<file path="src/rtl/noc2aximst_burst_gen_if.sv">
// Command and AXI address-channel bundle between the NoC request decoder,
// the burst generator and the AR/AW channel mux.
interface noc2aximst_burst_gen_if #(
  parameter int ADDR_W = 32,
  parameter int LEN_W  = 16
);
  logic              cmd_valid;
  logic              cmd_ready;
  logic              cmd_write;
  logic [ADDR_W-1:0] cmd_addr;
  logic [LEN_W-1:0]  cmd_beats;
  logic [2:0]        cmd_prot;

  logic              ax_valid;
  logic              ax_ready;
  logic              ax_write;
  logic [ADDR_W-1:0] ax_addr;
  logic [7:0]        ax_len;
  logic [2:0]        ax_size;
  logic [1:0]        ax_burst;
  logic [2:0]        ax_prot;
  logic              ax_last;

  modport master (
    input  cmd_valid, cmd_write, cmd_addr, cmd_beats, cmd_prot, ax_ready,
    output cmd_ready, ax_valid, ax_write, ax_addr, ax_len, ax_size, ax_burst,
           ax_prot, ax_last
  );

  modport slave (
    output cmd_valid, cmd_write, cmd_addr, cmd_beats, cmd_prot, ax_ready,
    input  cmd_ready, ax_valid, ax_write, ax_addr, ax_len, ax_size, ax_burst,
           ax_prot, ax_last
  );
endinterface

</file>
<file path="src/rtl/noc2aximst_burst_gen.sv">
// Splits one DMA transfer command into legal AXI INCR address bursts (capped at
// MAX_BURST beats, never crossing BOUNDARY) and tracks outstanding bursts.
module noc2aximst_burst_gen #(
  parameter int ADDR_W    = 32,
  parameter int DATA_W    = 64,
  parameter int LEN_W     = 16,
  parameter int MAX_BURST = 256,
  parameter int BOUNDARY  = 4096,
  parameter int MAX_OUTST = 4
) (
  input  logic                           clk,
  input  logic                           rst,
  noc2aximst_burst_gen_if.master         bus,
  input  logic                           cpl_valid,
  output logic [$clog2(MAX_OUTST+1)-1:0] outst,
  output logic                           done,
  output logic                           cpl_err
);

  localparam int SIZE = $clog2(DATA_W/8);
  localparam int OW   = $clog2(MAX_OUTST+1);

  typedef enum logic [1:0] {IDLE, ISSUE, WAIT_CPL} state_t;

  state_t            state;
  logic [LEN_W-1:0]  rem;
  logic [OW-1:0]     outst_next;
  logic              issue;
  logic              cpl_ok;
  logic [ADDR_W-1:0] start_addr;
  logic [ADDR_W-1:0] next_addr;
  logic [8:0]        start_n;
  logic [8:0]        next_n;

  // Beats in the burst starting at addr: limited by what is left, the cap and the boundary.
  function automatic logic [8:0] burst_beats(input logic [ADDR_W-1:0] addr,
                                             input logic [LEN_W-1:0]  left);
    logic [63:0] room;
    logic [63:0] n;
    room = (64'(BOUNDARY) - (64'(addr) % 64'(BOUNDARY))) >> SIZE;
    n    = 64'(left);
    if (n > 64'(MAX_BURST)) n = 64'(MAX_BURST);
    if (n > room) n = room;
    return n[8:0];
  endfunction

  assign issue      = bus.ax_valid && bus.ax_ready;
  assign cpl_ok     = cpl_valid && (outst != '0);
  assign start_addr = bus.cmd_addr & ~ADDR_W'(DATA_W/8 - 1);
  assign start_n    = burst_beats(start_addr, bus.cmd_beats);
  assign next_addr  = bus.ax_addr + (ADDR_W'({1'b0, bus.ax_len} + 9'd1) << SIZE);
  assign next_n     = burst_beats(next_addr, rem);

  assign bus.ax_size  = 3'(SIZE);
  assign bus.ax_burst = 2'b01;

  always_comb begin
    outst_next = outst;
    if (issue && !cpl_ok)
      outst_next = outst + OW'(1);
    else if (!issue && cpl_ok)
      outst_next = outst - OW'(1);
  end

  // rem holds the beats still to be issued after the burst currently on the bus.
  always_ff @(posedge clk) begin
    if (!rst) begin
      state         <= IDLE;
      rem           <= '0;
      outst         <= '0;
      done          <= 1'b0;
      cpl_err       <= 1'b0;
      bus.cmd_ready <= 1'b1;
      bus.ax_valid  <= 1'b0;
      bus.ax_write  <= 1'b0;
      bus.ax_addr   <= '0;
      bus.ax_len    <= '0;
      bus.ax_prot   <= '0;
      bus.ax_last   <= 1'b0;
    end else begin
      done  <= 1'b0;
      outst <= outst_next;
      if (cpl_valid && outst == '0)
        cpl_err <= 1'b1;

      case (state)
        IDLE: begin
          if (bus.cmd_valid) begin
            bus.cmd_ready <= 1'b0;
            bus.ax_write  <= bus.cmd_write;
            bus.ax_prot   <= bus.cmd_prot;
            if (bus.cmd_beats == '0) begin
              state <= WAIT_CPL;
            end else begin
              state        <= ISSUE;
              bus.ax_valid <= (outst_next < OW'(MAX_OUTST));
              bus.ax_addr  <= start_addr;
              bus.ax_len   <= 8'(start_n - 9'd1);
              bus.ax_last  <= (LEN_W'(start_n) == bus.cmd_beats);
              rem          <= bus.cmd_beats - LEN_W'(start_n);
            end
          end
        end

        ISSUE: begin
          if (issue && bus.ax_last) begin
            state        <= WAIT_CPL;
            bus.ax_valid <= 1'b0;
          end else begin
            bus.ax_valid <= (outst_next < OW'(MAX_OUTST));
            if (issue) begin
              bus.ax_addr <= next_addr;
              bus.ax_len  <= 8'(next_n - 9'd1);
              bus.ax_last <= (LEN_W'(next_n) == rem);
              rem         <= rem - LEN_W'(next_n);
            end
          end
        end

        WAIT_CPL: begin
          if (outst_next == '0) begin
            done          <= 1'b1;
            bus.cmd_ready <= 1'b1;
            state         <= IDLE;
          end
        end

        default: state <= IDLE;
      endcase
    end
  end

endmodule

</file>
<file path="src/flat_wrapper.sv">
// flat-port wrapper written by rule: the top's interface ports become plain ports
module noc2aximst_burst_gen_flat 
#(
  parameter int ADDR_W    = 32,
  parameter int DATA_W    = 64,
  parameter int LEN_W     = 16,
  parameter int MAX_BURST = 256,
  parameter int BOUNDARY  = 4096,
  parameter int MAX_OUTST = 4
)
  (clk, rst, cpl_valid, outst, done, cpl_err, bus_cmd_valid, bus_cmd_write, bus_cmd_addr, bus_cmd_beats, bus_cmd_prot, bus_ax_ready, bus_cmd_ready, bus_ax_valid, bus_ax_write, bus_ax_addr, bus_ax_len, bus_ax_size, bus_ax_burst, bus_ax_prot, bus_ax_last);
  noc2aximst_burst_gen_if #(.ADDR_W(ADDR_W), .LEN_W(LEN_W)) bus_i ();
  input  logic clk;
  input  logic rst;
  input  logic cpl_valid;
  output logic [$clog2(MAX_OUTST+1)-1:0] outst;
  output logic done;
  output logic cpl_err;
  input wire logic [$bits(bus_i.cmd_valid)-1:0] bus_cmd_valid;
  input wire logic [$bits(bus_i.cmd_write)-1:0] bus_cmd_write;
  input wire logic [$bits(bus_i.cmd_addr)-1:0] bus_cmd_addr;
  input wire logic [$bits(bus_i.cmd_beats)-1:0] bus_cmd_beats;
  input wire logic [$bits(bus_i.cmd_prot)-1:0] bus_cmd_prot;
  input wire logic [$bits(bus_i.ax_ready)-1:0] bus_ax_ready;
  output wire logic [$bits(bus_i.cmd_ready)-1:0] bus_cmd_ready;
  output wire logic [$bits(bus_i.ax_valid)-1:0] bus_ax_valid;
  output wire logic [$bits(bus_i.ax_write)-1:0] bus_ax_write;
  output wire logic [$bits(bus_i.ax_addr)-1:0] bus_ax_addr;
  output wire logic [$bits(bus_i.ax_len)-1:0] bus_ax_len;
  output wire logic [$bits(bus_i.ax_size)-1:0] bus_ax_size;
  output wire logic [$bits(bus_i.ax_burst)-1:0] bus_ax_burst;
  output wire logic [$bits(bus_i.ax_prot)-1:0] bus_ax_prot;
  output wire logic [$bits(bus_i.ax_last)-1:0] bus_ax_last;
  assign bus_i.cmd_valid = bus_cmd_valid;
  assign bus_i.cmd_write = bus_cmd_write;
  assign bus_i.cmd_addr = bus_cmd_addr;
  assign bus_i.cmd_beats = bus_cmd_beats;
  assign bus_i.cmd_prot = bus_cmd_prot;
  assign bus_i.ax_ready = bus_ax_ready;
  assign bus_cmd_ready = bus_i.cmd_ready;
  assign bus_ax_valid = bus_i.ax_valid;
  assign bus_ax_write = bus_i.ax_write;
  assign bus_ax_addr = bus_i.ax_addr;
  assign bus_ax_len = bus_i.ax_len;
  assign bus_ax_size = bus_i.ax_size;
  assign bus_ax_burst = bus_i.ax_burst;
  assign bus_ax_prot = bus_i.ax_prot;
  assign bus_ax_last = bus_i.ax_last;
  noc2aximst_burst_gen #(.ADDR_W(ADDR_W), .DATA_W(DATA_W), .LEN_W(LEN_W), .MAX_BURST(MAX_BURST), .BOUNDARY(BOUNDARY), .MAX_OUTST(MAX_OUTST)) u_core (.clk(clk), .rst(rst), .bus(bus_i), .cpl_valid(cpl_valid), .outst(outst), .done(done), .cpl_err(cpl_err));
endmodule
</file>
<file path="config.mk">
export PLATFORM = sky130hd
export DESIGN_NAME = noc2aximst_burst_gen_flat
export DESIGN_NICKNAME = d
export VERILOG_FILES = /design/src/rtl/noc2aximst_burst_gen_if.sv /design/src/rtl/noc2aximst_burst_gen.sv /design/src/flat_wrapper.sv
export SDC_FILE = /design/constraint.sdc
export NUM_CORES = 1
export LEC_CHECK = 0
export CORE_ASPECT_RATIO = 0.5
export CORE_MARGIN = 10
export CORE_UTILIZATION = 45
export DETAILED_ROUTE_END_ITERATION = 16
export GPL_ROUTABILITY_DRIVEN = 0
export PLACE_DENSITY = 0.7
export SYNTH_ARGS = -nofsm -noshare
export SYNTH_HDL_FRONTEND = slang
export SYNTH_SLANG_ARGS = --single-unit
</file>
<file path="constraint.sdc">
create_clock -name clk -period 19.5 [get_ports clk]
set_clock_uncertainty 0.1 [all_clocks]
set_input_delay 5.85 -clock clk [delete_from_list [all_inputs] [get_ports clk]]
set_output_delay 5.85 -clock clk [all_outputs]
set_load 0.05 [all_outputs]
</file>
==> results of run 1 <==
-- cell families after synthesis --
group | share of synthesized area
DFF | 0.215
buffers and inverters | 0.0661
and+or+nand+nor | 0.253
AOI/OAI and AO/OA | 0.277
adders and majority gates | 0.120
xor gates and xnor gates | 0.0534
muxes | 0.0137
other | 0.00121
-- worst reg2reg max path, delay by kind of cell, from the launching register on --
kind	cells	cell delay [ns]
AO/OA/AOI/OAI	14	3.27
AND/OR/NAND/NOR	9	2.02
adder cells (fa/ha/maj)	4	1.24
flip-flops	1	0.41
XOR/XNOR	2	0.35
buffers and inverters	1	0.11
-- sequential cells by signal (all words and copies together) (netlist names) --
name	count
u_core.bus.ax_addr	29
u_core.state	2
u_core.bus.ax_write	1
u_core.bus.ax_last	1
u_core.bus.cmd_ready	1
u_core.done	1
u_core.bus.ax_valid	1
u_core.outst	3
u_core.rem	16
u_core.bus.ax_prot	3
u_core.cpl_err	1
u_core.bus.ax_len	8
-- report_power, final --
| part | switching [W] | internal (W) | total, W |
|---|---|---|---|
| registers | 0.0000373 | 0.000171 | 0.000208 |
| clock network | 0.0000686 | 0.000113 | 0.000182 |
| logic | 0.000421 | 0.000257 | 0.000678 |
-- per-stage QoR --
stage	total power (W)	cell area (µm²)	hold WS (ns)
3_5_place_dp	0.000878	7340	0.365
2_1_floorplan	0.000713	6260	0.345
5_1_grt	0.00115	7670	0.417
4_1_cts	0.00106	7670	0.379
3_3_place_gp	0.000867	7340	0.359
6_report	0.00107	7670	0.379
-- metal layers --
metal / global-route usage / share of wire
met5: 0 / 0
met4: 0.0385 / 0.0063
met3: 0.0445 / 0.082
met2: 0.292 / 0.41
met1: 0.271 / 0.50
-- layout make-up --
type	count	area, µm²
flip-flops and latches	67	1340
inverters	51	191
repair buffers	106	1050
clock buffers	9	225
fillers	1320	5880
clock inverters	7	98.8
well taps	192	240
multi-input cells	694	4520
-- cells in the final DEF (no fill, tap or decap), types with 8 or more instances in the layout --
| master | n |
|---|---|
| o21a_1 | 8 |
| a31oi_1 | 15 |
| xor2_1 | 15 |
| a21o_1 | 9 |
| nor4_1 | 10 |
| nor3_1 | 34 |
| xnor2_1 | 23 |
| dfxtp_1 | 67 |
| clkdlybuf4s50_1 | 102 |
| o211ai_1 | 8 |
| and3_1 | 12 |
| ha_1 | 54 |
| conb_1 | 10 |
| nor2_1 | 102 |
| o21ai_0 | 55 |
| o221a_2 | 9 |
| nand3_1 | 28 |
| nand4_1 | 11 |
| nand2_1 | 69 |
| inv_1 | 50 |
| clkbuf_16 | 9 |
| a211oi_1 | 27 |
| or3_1 | 9 |
| and2_1 | 13 |
| a21oi_1 | 60 |
-- worst max path at each step --
stage                            startpoint                          end  slack, ns  cells past startpoint
after floorplan           bus_cmd_beats[10]  u_core.rem[11]$_SDFFE_PN0P_       8.62                     25
after global placement    bus_cmd_beats[10]  u_core.rem[11]$_SDFFE_PN0P_       7.09                     27
after detailed placement  bus_cmd_beats[10]  u_core.rem[11]$_SDFFE_PN0P_       7.02                     27
after CTS                 bus_cmd_beats[10]  u_core.rem[11]$_SDFFE_PN0P_       7.31                     27
after global routing      bus_cmd_beats[10]  u_core.rem[11]$_SDFFE_PN0P_       6.51                     27
final                     bus_cmd_beats[10]  u_core.rem[11]$_SDFFE_PN0P_       7.26                     27
==> qor.yml, run 1 <==
status: "completed"
synth_edf_count: 0
finalNetCount: 1043
avgRoutedWirePerCell_um: 16.8
hold_violations: 0
drive_above_1_share: 0.0610
whs_endpoint: "u_core.bus.ax_prot[0]$_SDFFE_PN0P_"
vias: 6500
finalWirelength_mm: 18.9
reg2reg_setup_slack_ns: 11.86
cts.sinks: 67
synth-seq-cells: 67
min_period_over_period: 0.628
grt_max_degree: 80
ys.flop_type: "dfxtp_1"
grt_pass1_wl_mm: 30.7
yosys.area.top_type: "dfxtp_1"
min-delay-start: "u_core.bus.ax_prot[0]$_SDFFE_PN0P_"
clk-insertion-delay-late_ns: 0.34
post-cts-setup-buffers: 0
drt_iter0_drc: 511
ir_drop_uv: 103
power_density_nw_per_um2: 139
crit_path_frequent_cell: "o21ai_0"
antennaDiodeCount: 0
synth_top_area_frac: 0.215
worst_pin_slew_ns: 1.02
cts_buffers: 9
rsz0062_at_grt: "false"
route.detailed.drc: 0
netlist_area_um2: 6230
dieWidth_um: 186
cts_tree: "yes"
ctsRootBufferMaster: "clkbuf_16"
synth.area.top_cells: "dfxtp_1, ha_1, nor2_1"
cp_num_buf_inv: 3
p_leak_nw: 3.12
finalSetupTns_ns: 0
netlist_instances: 849
fmax_mhz: 81.7
dieArea_um2: 19200
avgSynthCellArea_um2: 7.34
ys_warn_count: 0
final_core_util: 0.566
synth_most_common_cell: "nor2_1"
dp_worst_setup_slack_ns: 7.02
crit_path_start_kind: "input port"
dpl.hpwl_mm: 14.3
die_height_um: 103
clk_path_buf_depth: 2
antenna_found_initial: 0
async_flop_share: 0
worst_slack_ns: 7.26
area_growth_pct: 23.1
gr-usage-all-layers: 0.192
clkTransAtPathRegs_ns: 0.07
drt-pass1-iter-count: 5
ctsHoldBuffers: 0
synthTopCellsByCount: "nor2_1, nand2_1, dfxtp_1, a21oi_1, o21ai_0"
cp_max_fo: 9
final_max_slew_viol_count: 0
row_count: 30
r2r_start: "u_core.bus.ax_len[0]$_SDFFE_PN0P_"
slowest_stage: "nor3_1"
viasPerCell: 5.77
min_period_ns: 12.24
worst-r2r-cell-count: 30
dp_cells: 1110
timing.rr.end: "u_core.rem[15]$_SDFFE_PN0P_"
finalSetupViolCount: 0
post_cts_resized: 0
grt.overflow.total: 0
min_path_cells: 2
h-tree-depth: 3
portBuffers: 102
required_ns: 19.63
crit_arrival_ns: 12.37
critical-path-top-delay-family: "simple AND/OR/NAND/NOR gates"
hold_path_class: "reg2reg"
antenna_left: 0
max_slew_margin: 0.318
coreArea_um2: 13600
maxCapViolations: 0
final_cell_count_no_fill: 1126
synth_seq_area_share: 0.215
worstSetupEndpointType: "flop"
worstSetupPathType: "in2reg"
grt_pass1_vias: 5954
ioPinCount: 114
critPathMaxStageDelay_ns: 0.78
initial_core_util: 0.460
ys_types: 75
(Power assumes the default switching activity.)
==> inputs of run 2 (changes only) <==
- PLACE_DENSITY: 0.7 -> 0.73
- clock period: 19.5 -> 9.9 ns (I/O delays scaled with it)
==> run 2 against run 1 <==
Sequential share of layout area did not move; worst setup slack got worse by 6.2 ns; design area did not move; core utilization did not move; sequential power rose by 98%; worst hold slack got worse by 0.0039 ns; combinational power rose by 98%; critical path depth rose by 1; critical path type unchanged.
==> qor.yml, run 2 (synthesis gave the netlist of run 1 again) <==
status: "completed"
die_height_um: 103  # unchanged
cts.sinks: 67  # unchanged
whs_endpoint: "u_core.rem[0]$_SDFFE_PN0P_"
timing.rr.end: "u_core.rem[15]$_SDFFE_PN0P_"
initial_core_util: 0.460  # unchanged
r2r_start: "u_core.bus.ax_len[0]$_SDFFE_PN0P_"
vias: 6509  # +0.14%
post-cts-setup-buffers: 0  # unchanged
maxCapViolations: 0  # unchanged
dpl.hpwl_mm: 14.4  # +0.78%
nFillCells: 1262  # -4.4%
antennaDiodeCount: 0  # unchanged
gr-usage-all-layers: 0.193  # +0.000995
portBuffers: 102  # unchanged
cts_tree: "yes"
row_count: 30  # unchanged
hold_path_class: "reg2reg"
ioPinCount: 114  # unchanged
drive_above_1_share: 0.0610  # unchanged
finalWirelength_mm: 19.2  # +1.9%
min_period_ns: 8.88
worstSetupPathType: "in2reg"
coreArea_um2: 13600  # unchanged
antenna_found_initial: 0  # unchanged
grt_pass1_wl_mm: 30.8  # +0.50%
grt.overflow.total: 0  # unchanged
crit_path_frequent_cell: "o21ai_0"
clk_path_buf_depth: 2  # unchanged
ir_drop_uv: 151  # +46%
slowest_stage: "or4_1"
cp_max_fo: 9  # unchanged
seqCellArea_um2: 1340  # unchanged
power_density_nw_per_um2: 275  # +98%
viasPerCell: 5.78  # +0.14%
post_cts_resized: 0  # unchanged
finalSetupViolCount: 0  # unchanged
fmax_mhz: 113
grt_max_degree: 80  # unchanged
grt_pass1_vias: 6021  # +1.1%
worst-r2r-cell-count: 30  # unchanged
rsz0062_at_grt: "false"
avgRoutedWirePerCell_um: 17.1  # +1.9%
area_growth_pct: 23.1  # unchanged
required_ns: 10.04  # -9.59 ns
reg2reg_setup_slack_ns: 2.19  # -9.67 ns
largest_reg_flops: 29  # unchanged
ctsHoldBuffers: 0  # unchanged
clkTransAtPathRegs_ns: 0.06  # about the same
crit_arrival_ns: 9.02  # -3.35 ns
route.detailed.drc: 0  # unchanged
worstSetupEndpointType: "flop"
cts_buffers: 9  # unchanged
worst_pin_slew_ns: 1.19  # +0.176 ns
largest_registers: "u_core.bus.ax_addr x29, u_core.rem x16, u_core.bus.ax_len x8"
finalSetupTns_ns: 0  # unchanged
hold_violations: 0  # unchanged
drt-pass1-iter-count: 5  # unchanged
multi_input_area_um2: 4520  # unchanged
h-tree-depth: 3  # unchanged
dieArea_um2: 19200  # unchanged
final_cell_mix: "nor2_1, clkdlybuf4s50_1, nand2_1"
crit_path_start_kind: "input port"
top_register: "u_core.bus.ax_addr"
min-delay-start: "u_core.rem[0]$_SDFFE_PN0P_"
ctsRootBufferMaster: "clkbuf_16"
p_leak_nw: 3.12  # about the same
max_slew_margin: 0.203  # -0.115
antenna_left: 0  # unchanged
min_path_cells: 2  # unchanged
finalNetCount: 1043  # unchanged
clk-insertion-delay-late_ns: 0.34  # about the same
final_core_util: 0.566  # unchanged
drt_iter0_drc: 536  # +4.9%
dieWidth_um: 186  # unchanged
critPathMaxStageDelay_ns: 0.50  # -0.28 ns
final_max_slew_viol_count: 0  # unchanged
min_period_over_period: 0.897
## run 2: per-stage QoR
stage                     power [W]  area [µm²]  cells  hold WS (ns)  setup slack [ns]
after global placement      0.00170        7340   1110         0.362              1.02
after floorplan             0.00140        6260    857         0.345              1.90
final                       0.00211        7670   1126         0.375              1.02
after CTS                   0.00210        7670   1126         0.373              1.18
after detailed placement    0.00173        7340   1110         0.364             0.864
after global routing        0.00227        7670   1126         0.415             0.565
## run 2: per-layer routing
layer	part of all wire	vias to the layer above	global-route usage
met2	0.42	204	0.301
met1	0.50	3038	0.268
met5	0	-	0
li1	-	3255	-
met4	0.0075	0	0.0416
met3	0.070	12	0.0422
## run 2: cell type report
cell class,count,share of cell area
Clock buffer,9,0.0294
Clock inverter,7,0.0129
Tap cell,192,0.0313
Multi-Input combinational cell,694,0.589
Sequential cell,67,0.175
Inverter,51,0.0250
Timing Repair Buffer,106,0.137
## run 2: worst max-delay path by stage
stage / cells past startpoint / slack [ns] / endpoint / from
after detailed placement: 28 / 0.86 / u_core.rem[11]$_SDFFE_PN0P_ / bus_cmd_beats[10]
after global routing: 28 / 0.57 / u_core.rem[11]$_SDFFE_PN0P_ / bus_cmd_beats[10]
after global placement: 28 / 1.02 / u_core.rem[11]$_SDFFE_PN0P_ / bus_cmd_beats[10]
final: 28 / 1.02 / u_core.rem[11]$_SDFFE_PN0P_ / bus_cmd_beats[10]
after CTS: 28 / 1.18 / u_core.rem[11]$_SDFFE_PN0P_ / bus_cmd_beats[10]
after floorplan: 25 / 1.90 / u_core.rem[11]$_SDFFE_PN0P_ / bus_cmd_beats[10]
## run 2: power breakdown
part / internal [W] / switching [W]
clock: 0.000223 / 0.000139
sequential: 0.000336 / 0.0000746
combinational: 0.000507 / 0.000832
## run 2: critical path, delay by kind of cell
family / cells / cell delay, ns
compound gates: 12 / 2.55
simple gates: 10 / 2.20
buf+inv: 4 / 0.78
fa+ha+maj: 2 / 0.53
==> inputs of run 3 (changes only) <==
- SLEW_MARGIN: unset -> 20
==> run 3 against run 2 <==
Power about the same; clock power about the same; sequential cell count unchanged; combinational power about the same; maximum frequency about the same; largest power group unchanged; highest routed layer unchanged.
==> qor.yml, run 3 (synthesis gave the netlist of run 1 again) <==
cts_tree: "yes"
die_height_um: 103  # unchanged
rsz0062_at_grt: "false"
min_period_over_period: 0.897  # about the same
coreArea_um2: 13600  # unchanged
clk-insertion-delay-late_ns: 0.35  # about the same
r2r_start: "u_core.bus.ax_len[0]$_SDFFE_PN0P_"
dieArea_um2: 19200  # unchanged
clk_path_buf_depth: 2  # unchanged
hold_path_class: "reg2reg"
cts_buffers: 9  # unchanged
top_register: "u_core.bus.ax_addr"
antennaDiodeCount: 0  # unchanged
final_cell_count_no_fill: 1126  # unchanged
portBuffers: 102  # unchanged
required_ns: 10.04  # about the same
worst_hold_slack_ns: 0.378  # +0.00314 ns
vias: 6480  # -0.45%
crit_path_start_kind: "input port"
finalSetupViolCount: 0  # unchanged
met1_length_mm: 9.73  # +1.3%
dp_cells: 1110  # unchanged
met2_length_mm: 8.07  # -1.1%
final_max_slew_viol_count: 0  # unchanged
timing.rr.end: "u_core.rem[15]$_SDFFE_PN0P_"
drt_iter0_drc: 506  # -5.6%
worst-r2r-cell-count: 30  # unchanged
hold_violations: 0  # unchanged
dp_worst_setup_slack_ns: 0.864  # unchanged
avgRoutedWirePerCell_um: 17.0  # -0.42%
worstSetupEndpointType: "flop"
p_leak_nw: 3.12  # about the same
antenna_left: 0  # unchanged
route.met3.wl_mm: 1.22  # -8.9%
largest_reg_flops: 29  # unchanged
clkTransAtPathRegs_ns: 0.06  # about the same
finalNetCount: 1043  # unchanged
crit_arrival_ns: 9.02  # about the same
power_density_nw_per_um2: 275  # about the same
nFillCells: 1260  # -0.16%
worst_slack_ns: 1.02  # +0.00570 ns
whs_endpoint: "u_core.rem[0]$_SDFFE_PN0P_"
row_count: 30  # unchanged
initial_core_util: 0.460  # unchanged
viasPerCell: 5.75  # -0.45%
fmax_mhz: 113  # about the same
grt.overflow.total: 0  # unchanged
drive_above_1_share: 0.0610  # unchanged
min_period_ns: 8.88  # -0.00570 ns
gr-usage-all-layers: 0.193  # unchanged
finalSetupTns_ns: 0  # unchanged
ctsHoldBuffers: 0  # unchanged
h-tree-depth: 3  # unchanged
min_path_cells: 2  # unchanged
final_cell_mix: "nor2_1, clkdlybuf4s50_1, nand2_1"
ir_drop_uv: 151  # about the same
highest-signal-layer: "met4"
route.detailed.drc: 0  # unchanged
grt_max_degree: 80  # unchanged
area_growth_pct: 23.1  # about the same
ioPinCount: 114  # unchanged
drt-pass1-iter-count: 4  # -1
antenna_found_initial: 0  # unchanged
grt_pass1_vias: 6021  # unchanged
dieWidth_um: 186  # unchanged
min-delay-start: "u_core.rem[0]$_SDFFE_PN0P_"
post-cts-setup-buffers: 0  # unchanged
reg2reg_setup_slack_ns: 2.20  # about the same
finalWirelength_mm: 19.2  # -0.42%
status: "completed"
multi_input_area_um2: 4520  # about the same
dpl.hpwl_mm: 14.4  # unchanged
seqCellArea_um2: 1340  # unchanged
power_w: 0.00211  # about the same
maxCapViolations: 0  # unchanged
cts.sinks: 67  # unchanged
max_slew_margin: 0.289  # +0.0851
largest_registers: "u_core.bus.ax_addr x29, u_core.rem x16, u_core.bus.ax_len x8"
ctsRootBufferMaster: "clkbuf_16"
post_cts_resized: 0  # unchanged
cp_max_fo: 9  # unchanged
grt_pass1_wl_mm: 30.8  # unchanged
worst_pin_slew_ns: 1.06  # -0.136 ns
worstSetupPathType: "in2reg"
-- run 3: cell count changes in the layout (fill, tap and decap cells not counted) --
cell | before | now
or2_2 | 3 | 2
or2_4 | 0 | 1
-- run 3: worst max-delay path by stage --
stage,start,to,slack [ns],depth (start not counted)
6_report,bus_cmd_beats[10],u_core.rem[11]$_SDFFE_PN0P_,1.02,28
5_1_grt,bus_cmd_beats[10],u_core.rem[11]$_SDFFE_PN0P_,0.57,28
4_1_cts,bus_cmd_beats[10],u_core.rem[11]$_SDFFE_PN0P_,1.18,28
3_5_place_dp,bus_cmd_beats[10],u_core.rem[11]$_SDFFE_PN0P_,0.86,28
3_3_place_gp,bus_cmd_beats[10],u_core.rem[11]$_SDFFE_PN0P_,1.02,28
2_1_floorplan,bus_cmd_beats[10],u_core.rem[11]$_SDFFE_PN0P_,1.90,25
-- run 3: report_power, final --
part	internal, W	switching (W)	leakage (nW)
registers	0.000336	0.0000745	0.554
logic	0.000507	0.000831	2.41
clock network	0.000223	0.000140	0.157
total	0.00107	0.00105	3.12
-- run 3: routing by layer --
layer | global-route usage | vias to the layer above
met5 | 0 | -
li1 | - | 3259
met4 | 0.0416 | 0
met1 | 0.268 | 3019
met3 | 0.0422 | 12
met2 | 0.301 | 190
-- run 3: layout make-up --
cell class                 instances  share of cell area
clock inverter                     7              0.0129
inverter                          51              0.0250
tap                              192              0.0313
timing repair buffer             106               0.137
clock buffer                       9              0.0294
sequential                        67               0.175
multi-input combinational        694               0.590
-- run 3: worst max-delay path, stage by stage --
cell and delay [ns]:
clkdlybuf4s50_1 0.46, or3_1 0.46, or4_1 0.50, nor3_1 0.20
buf_4 0.19, inv_1 0.08, nor2_1 0.13, ha_1 0.25
nor2b_1 0.13, o21ai_0 0.18, nand2b_1 0.08, a21oi_1 0.21
o211a_1 0.25, o21ai_0 0.17, nand2_1 0.14, inv_1 0.05
ha_1 0.28, nor2b_1 0.13, o21ai_0 0.20, a21oi_1 0.12
o21ai_0 0.21, a21boi_0 0.17, o21ai_0 0.23, a21boi_0 0.16
o21a_1 0.27, nor4_1 0.35, nor3_1 0.09, o41ai_1 0.35
-- run 3: per-stage QoR --
stage | util | instance area (µm²)
global placement | 0.542 | 7340
floorplan | - | 6260
detailed placement | 0.542 | 7340
global route | 0.566 | 7670
CTS | 0.566 | 7670
finish | 0.566 | 7670
